<file path="src/rtl/mem_port_arbiter.sv">
// mem_port_arbiter: shares a single-port, synchronous-read data memory between the CPU
// control path (read/write) and the DBG reader (read-only). The winning request is
// registered onto the memory bus. Read data returns with a one-cycle rvalid pulse.
// Optional build macro MEM_ARB_RR_EN selects round-robin arbitration. When the macro is
// undefined, the CPU has fixed priority and a streak guard ensures DBG makes progress.
module mem_port_arbiter #(
  parameter int unsigned AW             = 8,
  parameter int unsigned DW             = 8,
  parameter int unsigned CPU_STREAK_MAX = 4
) (
  input  logic          CLK,
  input  logic          RESET,
  input  logic          cpu_req,
  input  logic          cpu_we,
  input  logic [AW-1:0] cpu_addr,
  input  logic [DW-1:0] cpu_wdata,
  output logic          cpu_gnt,
  output logic          cpu_rvalid,
  output logic [DW-1:0] cpu_rdata,
  input  logic          dbg_req,
  input  logic [AW-1:0] dbg_addr,
  output logic          dbg_gnt,
  output logic          dbg_rvalid,
  output logic [DW-1:0] dbg_rdata,
  output logic [AW-1:0] ADD,
  output logic [DW-1:0] DATA_IN,
  output logic          WRITE_EN,
  output logic          MEM_EN,
  input  logic [DW-1:0] D_OUT,
  output logic          busy
);

  typedef enum logic [1:0] {StIdle, StIssue, StRwait} state_e;

  state_e        state_q, state_d;
  logic [AW-1:0] add_q, add_d;
  logic [DW-1:0] din_q, din_d;
  logic          we_q, we_d;
  logic          en_q, en_d;
  logic          cpu_gnt_q, cpu_gnt_d;
  logic          dbg_gnt_q, dbg_gnt_d;
  logic          cpu_rvalid_q, cpu_rvalid_d;
  logic          dbg_rvalid_q, dbg_rvalid_d;
  logic [DW-1:0] cpu_rdata_q, cpu_rdata_d;
  logic [DW-1:0] dbg_rdata_q, dbg_rdata_d;
  logic          win_dbg_q, win_dbg_d;   // owner of the access in flight
  logic          pick_dbg;

`ifdef MEM_ARB_RR_EN
  logic last_dbg_q, last_dbg_d;

  // On a tie, the port that did not win last time wins now.
  assign pick_dbg = dbg_req & (~cpu_req | ~last_dbg_q);

  // Track which port won the most recent grant.
  always_comb begin
    last_dbg_d = last_dbg_q;
    if (state_q == StIdle && (cpu_req || dbg_req)) last_dbg_d = pick_dbg;
  end

  // Register the last winner. Reset to DBG so that the CPU wins the first tie.
  always_ff @(posedge CLK) begin
    if (RESET) last_dbg_q <= 1'b1;
    else       last_dbg_q <= last_dbg_d;
  end
`else
  localparam logic [3:0] StreakMax = 4'(CPU_STREAK_MAX);
  logic [3:0] streak_q, streak_d;

  // CPU has priority until it has taken StreakMax grants past a waiting DBG request.
  assign pick_dbg = dbg_req & (~cpu_req | (streak_q == StreakMax));

  // Count CPU grants made while DBG waits. Clear on a DBG grant or an idle DBG.
  always_comb begin
    streak_d = streak_q;
    if (state_q == StIdle) begin
      if (!dbg_req || pick_dbg)                   streak_d = '0;
      else if (cpu_req && streak_q < StreakMax)   streak_d = streak_q + 4'd1;
    end
  end

  // Register the streak counter.
  always_ff @(posedge CLK) begin
    if (RESET) streak_q <= '0;
    else       streak_q <= streak_d;
  end
`endif

  // Compute next-state logic and the next values of all registered outputs.
  always_comb begin
    state_d      = state_q;
    add_d        = add_q;
    din_d        = din_q;
    we_d         = 1'b0;
    en_d         = 1'b0;
    cpu_gnt_d    = 1'b0;
    dbg_gnt_d    = 1'b0;
    cpu_rvalid_d = 1'b0;
    dbg_rvalid_d = 1'b0;
    cpu_rdata_d  = cpu_rdata_q;
    dbg_rdata_d  = dbg_rdata_q;
    win_dbg_d    = win_dbg_q;
    case (state_q)
      StIdle: begin
        if (cpu_req || dbg_req) begin
          state_d   = StIssue;
          en_d      = 1'b1;
          win_dbg_d = pick_dbg;
          if (pick_dbg) begin
            add_d     = dbg_addr;
            dbg_gnt_d = 1'b1;
          end else begin
            add_d     = cpu_addr;
            din_d     = cpu_wdata;
            we_d      = cpu_we;
            cpu_gnt_d = 1'b1;
          end
        end
      end
      StIssue: state_d = we_q ? StIdle : StRwait;
      StRwait: begin
        // D_OUT is valid now, one cycle after the read strobe.
        state_d = StIdle;
        if (win_dbg_q) begin
          dbg_rdata_d  = D_OUT;
          dbg_rvalid_d = 1'b1;
        end else begin
          cpu_rdata_d  = D_OUT;
          cpu_rvalid_d = 1'b1;
        end
      end
      default: state_d = StIdle;
    endcase
  end

  // Register the state and all outputs. Reset drops any read that is in flight.
  always_ff @(posedge CLK) begin
    if (RESET) begin
      state_q      <= StIdle;
      add_q        <= '0;
      din_q        <= '0;
      we_q         <= 1'b0;
      en_q         <= 1'b0;
      cpu_gnt_q    <= 1'b0;
      dbg_gnt_q    <= 1'b0;
      cpu_rvalid_q <= 1'b0;
      dbg_rvalid_q <= 1'b0;
      cpu_rdata_q  <= '0;
      dbg_rdata_q  <= '0;
      win_dbg_q    <= 1'b0;
    end else begin
      state_q      <= state_d;
      add_q        <= add_d;
      din_q        <= din_d;
      we_q         <= we_d;
      en_q         <= en_d;
      cpu_gnt_q    <= cpu_gnt_d;
      dbg_gnt_q    <= dbg_gnt_d;
      cpu_rvalid_q <= cpu_rvalid_d;
      dbg_rvalid_q <= dbg_rvalid_d;
      cpu_rdata_q  <= cpu_rdata_d;
      dbg_rdata_q  <= dbg_rdata_d;
      win_dbg_q    <= win_dbg_d;
    end
  end

  assign ADD        = add_q;
  assign DATA_IN    = din_q;
  assign WRITE_EN   = we_q;
  assign MEM_EN     = en_q;
  assign cpu_gnt    = cpu_gnt_q;
  assign dbg_gnt    = dbg_gnt_q;
  assign cpu_rvalid = cpu_rvalid_q;
  assign dbg_rvalid = dbg_rvalid_q;
  assign cpu_rdata  = cpu_rdata_q;
  assign dbg_rdata  = dbg_rdata_q;
  assign busy       = (state_q != StIdle);

endmodule

</file>
<file path="config.mk">
export PLATFORM = sky130hd
export DESIGN_NAME = mem_port_arbiter
export DESIGN_NICKNAME = d
export VERILOG_FILES = /design/src/rtl/mem_port_arbiter.sv
export SDC_FILE = /design/constraint.sdc
export NUM_CORES = 1
export LEC_CHECK = 0
export BUFFER_PORTS_ARGS = -buffer_cell sky130_fd_sc_hd__buf_2
export CAP_MARGIN = 15
export CORE_AREA = 5 5 55 81
export CTS_CLUSTER_DIAMETER = 150
export CTS_CLUSTER_SIZE = 28
export DETAILED_ROUTE_END_ITERATION = 10
export DIE_AREA = 0 0 60 86
export PLACE_DENSITY = 0.83
export SLEW_MARGIN = 20
export SYNTH_ARGS = -nofsm -noshare
export SYNTH_HDL_FRONTEND = slang
export SYNTH_SLANG_ARGS = --single-unit
</file>
<file path="constraint.sdc">
create_clock -name CLK -period 4.9 [get_ports CLK]
set_clock_uncertainty 0.05 [all_clocks]
set_input_delay 0.245 -clock CLK [delete_from_list [all_inputs] [get_ports CLK]]
set_output_delay 0.245 -clock CLK [all_outputs]
set_load 0.1 [all_outputs]
</file>
* Yosys cells after proc, flatten, opt, wreduce, memory -nomap -nowiden
Cells that the tools add are included.
** Operators by class
- Add/subtract/negate cells :: 1
- Magnitude comparators :: 1
- Eq/ne operators :: 4
- Mux-type cells :: 11
- Bitwise logic cells :: 8
- Reductions and logical operators :: 16
** Operators by type and width (number)
- 4-bit 2-to-1 mux :: 2
- 8-bit 2-to-1 mux :: 1
- 2-bit AND reduction :: 4
- 1-bit inverter :: 6
- 1-bit 2-to-1 mux :: 5
- 4-bit by 1-bit adder with 4-bit output, second input constant :: 1
- 4-bit by 3-bit equality test with 1-bit output, second input constant :: 1
- 4-bit by 3-bit < comparator with 1-bit output, second input constant :: 1
- 2-bit 2-to-1 mux :: 2
- 2-bit case mux with 2 select lines :: 1
- 2-bit nonzero test :: 2
- 2-bit OR reduction :: 2
- 4-bit OR reduction :: 1
- 3-bit AND reduction :: 1
- 3-bit OR reduction :: 1
- 2-bit by 1-bit equality test with 1-bit output, second input constant :: 1
- 2-bit equality test, second input constant :: 1
- 2-bit logical NOT :: 1
- 1-bit logical OR :: 2
- 2-bit by 1-bit inequality test with 1-bit output, second input constant :: 1
- 1-bit bitwise AND :: 1
- 1-bit logical AND :: 1
- 1-bit logical NOT :: 1
- 1-bit bitwise OR :: 1
** Word-level totals
- Register bits :: 45
- Input bits :: 37
- Output and inout bits :: 39
- Logic and storage cells :: 54

* Longest topological paths before layout
- Word-level depth :: 6
- Gate-level depth with buffers :: 7
- Mapped depth without buffers :: 6

* Worst setup path after synthesis
OpenSTA, ideal clock, no wires.
- Path kind :: reg-to-reg
- Start :: reg streak_q[0]
- End :: reg din_q[0], in the netlist DATA_IN[0]
- Library setup time :: 128 ps
- Arrival time :: 1368 ps
- Required time :: 4722 ps
- Path slack :: 3354 ps
- Stages on the path, launching flop included :: 8
- Buffers on the path :: 1
- Period minus slack after synthesis :: 1546 ps
- Path through :: dfxtp_1 inv_1 ha_1 and3b_1 a211o_1 buf_6 mux2i_1 nor2_1
** On the way
- Longest elaborated chain between the ends :: 5
** RTL lines
- start: declaration :: line 68 : logic [3:0] streak_q, streak_d;
- start signal: assignment :: line 85 : else streak_q <= streak_d;
- 4-bit by 3-bit equality test with 1-bit output :: line 71 : assign pick_dbg = dbg_req & (~cpu_req | (streak_q == StreakMax));
- 1-bit bitwise OR :: line 71
- 1-bit bitwise AND :: line 71
- 1-bit inverter (no line)
- 3-bit AND reduction (no line)
- end signal: assignment :: line 154 : din_q <= din_d;
- end: declaration :: line 37 : logic [DW-1:0] din_q, din_d;
No other way between the ends.
A chain may end at the register's enable or synchronous reset.

* Worst setup path in the final report
- Start :: reg streak_q[0]
- End :: reg din_q[2], in the netlist DATA_IN[2]
Same word-level chain as after synthesis.

==> metrics.md <==
| Metric | Value |
|---|---|
| Status | `completed` |
| Setup violations, final | `0` |
| Slew headroom | `40.17%` |
| Sink Count | `45` |
| Buffers on Ports | `between 70 and 80` |
| Clock Latency Late Sink | `0.28 ns` |
| I/O pin cnt | `76` |
| Layout cells sized above 1 | `34.66%` |
| Antenna Nets Post-Route | `0` |
| Maximum clock frequency | `570.4 MHz` |
| Cells on worst reg2reg path | `6` |
| Pins Over Slew Limit | `0` |
| Period utilization | `35.78%` |
| Yosys warnings | `0` |
| Critical Path Sink | `DATA_IN[2]` |
| Gr busiest metal | `met2` |
| DIE AREA | `around 5200 um2` |
| FF+latch count, synth | `45` |
| Max-Cap Viols | `0` |
| Largest family of logic cells by synthesized area | `simple AND/OR/NAND/NOR gates` |
| Mean routed wirelength per cell | `13.05 um` |
| CTS tree | `built` |
| Hold/Removal Path Class | `input port to flop` |
| Hold Path Cell Cnt | `2` |
| Clk root buf | `clkbuf_8` |
| Synth area leader | `dfxtp_1` |
| Reg-to-reg critical path startpoint | `streak_q[0]` |
| Cts repair resizes | `0` |
| DP Wirelength | `2907 um` |
| Synth Area in Simple Gates | `17.33%` |
| Mapped Area | `1704 um2` |
| Mux contribution to synthesized area | `roughly 15%` |
| Register-to-register setup slack | `about 3.1 ns` |
| Post-Synth XOR/XNOR Area | `0%` |
| Detailed-route via count | `1488` |
| Setup bufs post-CTS | `0` |
| Synthesized net count | `216` |
| Utilization after layout | `59.57%` |
| Critical path class | `flop to flop` |
| Area contributors post-synth | `dfxtp_1, mux2i_1, nor2_1` |
| # diodes | `0` |
| Synth Area in Adders | `1.468%` |
| Final Critical Period | `~1.8 ns` |
| Setup crit start kind | `flop` |
| Starting Density | `~47%` |
| Vias in the first global route | `1496` |
| Register area share after synthesis | `52.86%` |
| CP Capture Type | `flop` |
| Cts bufs inserted | `5` |
| Initial drt markers | `69` |
| Crit path DAT | `1.85 ns` |
| # nets final | `289` |
| Leakage | `about 0.0011 uW` |
| Drt first pass iters | `4` |
| Crit path from | `streak_q[0]` |
| Pwr Density | `385.8 nW/um2` |
| CP max-delay cell | `a211o_1` |
| Hold-fix buffers, CTS | `0` |
| Critical path data required time | `4.99 ns` |
| GR Util met1 | `17.10%` |
| Maximum VDD drop | `0.2755 mV` |
| Vias per std cell | `5.061` |
| Syn Inst Count | `177` |
| Gr usage total | `between 10% and 20%` |
| Crit path cell chain | `inv_1 > ha_1 > and3b_1 > a211o_1 > mux2i_1 > nor2_1` |
| First-pass GRT wire length | `6313 um` |
| Final Hold Vio Count | `0` |
| Longest Clk Path Bufs | `2` |
| H-Tree Depth | `2` |
| Synth Area in Compound Gates | `under 10%` |
| Global Route met3 Usage | `4.217%` |
| Slowest stage delay, CP | `0.46 ns` |
| Critical-path maximum fanout | `8` |
| Largest net degree at the start of global routing | `46` |
| Clock-pin slew on the worst setup and hold paths | `0.08 ns` |
| Horiz. Die Dim | `60 um` |
| Met2 track demand over resource | `27.76%` |
| # DRC | `0` |
| FP Rows | `27` |
| P&R area growth vs syn | `27.53%` |
| Core area | `3649 um2` |
| Avg Synthesized Cell Area | `9.628 um2` |
| Commonest non-fill, non-tap cell in the layout | `buf_2` |
| Tightest Pin Transition | `~0.89 ns` |
| Top-area cell type share of the netlist area | `roughly 53%` |
| RSZ-0062 raised after global routing | `no` |
| GPL Wtd Cong | `between 0.7 and 0.8` |
| Sum Neg Setup Slack | `0 ns` |
| WL final | `3836 um` |
| Commonest cells after routing, fill and taps aside | `buf_2, dfxtp_1, nor2_1` |
| Antenna violations before repair | `0` |
| Worst flop-to-flop path endpoint | `DATA_IN[2]` |
| Number of distinct library cells after synthesis | `31` |
| Die height | `86 um` |
| Grt total ovfl | `0` |
[critical path, delay by kind of cell (launching register included)]
kind	cells	cell delay, ns
AND/OR/NAND/NOR	2	0.24
multiplexers	1	0.21
flip-flops	1	0.38
buffers and inverters	1	0.06
AO/OA/AOI/OAI	1	0.46
adder cells (fa/ha/maj)	1	0.21
[cell families after synthesis]
| logic type | Yosys count |
|---|---|
| AO/OA/AOI/OAI | 26 |
| adder cells (fa/ha/maj) | 2 |
| buffers and inverters | 14 |
| flip-flops | 45 |
| multiplexers | 25 |
| AND/OR/NAND/NOR | 65 |
[final cells by class]
type,count,area (um2)
sequential,45,900.9
timing repair buffer,75,375.4
inverter,5,18.77
fill,355,1475
clock buffer,8,80.08
tap,43,53.80
multi-input combinational,118,744.5
[where the power goes]
part	switching, uW	leakage, uW	internal, uW
sequential	10.7	0.000368	385
combinational	184	0.000706	46.9
clock	110	0.0000395	101
total	305	0.00111	534
[per-stage QoR]
step	instance area [um2]	instances	setup WS (ns)	power, uW	hold WS [ns]
after floorplan	1704	177	3.354	592.5	0.3167
after global placement	2093	286	3.173	633.6	0.3649
after detailed placement	2093	286	3.136	637.0	0.3673
after CTS	2173	294	3.129	848.2	0.09964
after global routing	2173	294	3.003	877.9	0.09920
final	2173	294	3.147	838.4	0.1058
[registers in the layout, summed over array words and instances (netlist names)]
| register | flops |
|---|---|
| win_dbg_q | 1 |
| state_q | 2 |
| cpu_gnt | 1 |
| streak_q | 4 |
| DATA_IN | 8 |
| MEM_EN | 1 |
| cpu_rdata | 8 |
| cpu_rvalid | 1 |
| WRITE_EN | 1 |
| dbg_rvalid | 1 |
| dbg_gnt | 1 |
| dbg_rdata | 8 |
| ADD | 8 |
[how the worst min path moves through the flow]
stage,from,endpoint,slack [ns]
4_1_cts,cpu_we,WRITE_EN,0.1
3_3_place_gp,WRITE_EN,state_q[1],0.36
3_5_place_dp,WRITE_EN,state_q[1],0.37
6_report,cpu_we,WRITE_EN,0.11
5_1_grt,cpu_we,WRITE_EN,0.1
2_1_floorplan,cpu_we,WRITE_EN,0.32
[metal layers]
| layer | vias up | part of all wire (%) |
|---|---|---|
| li1 | 742 | - |
| met1 | 684 | 39 |
| met2 | 57 | 51 |
| met3 | 5 | 8.5 |
| met4 | 0 | 1.6 |
| met5 | - | 0 |
[synthesized netlist by cell type (all sizes together)]
cell type   n
ha          2
nand3       1
mux2i      24
buf         4
nand2      11
a21boi      1
nor3b       2
a21oi      11
nor2b       1
dfxtp      45
inv         5
nor3        3
and3b       1
or4         1
a211o       1
clkbuf      5
nor2       40
and2        1
a211oi      9
nand3b      2
mux2        1
nor4b       1
nand2b      1
a31oi       1
o21ai       3
Note: power is estimated with default switching activity, not from simulation.
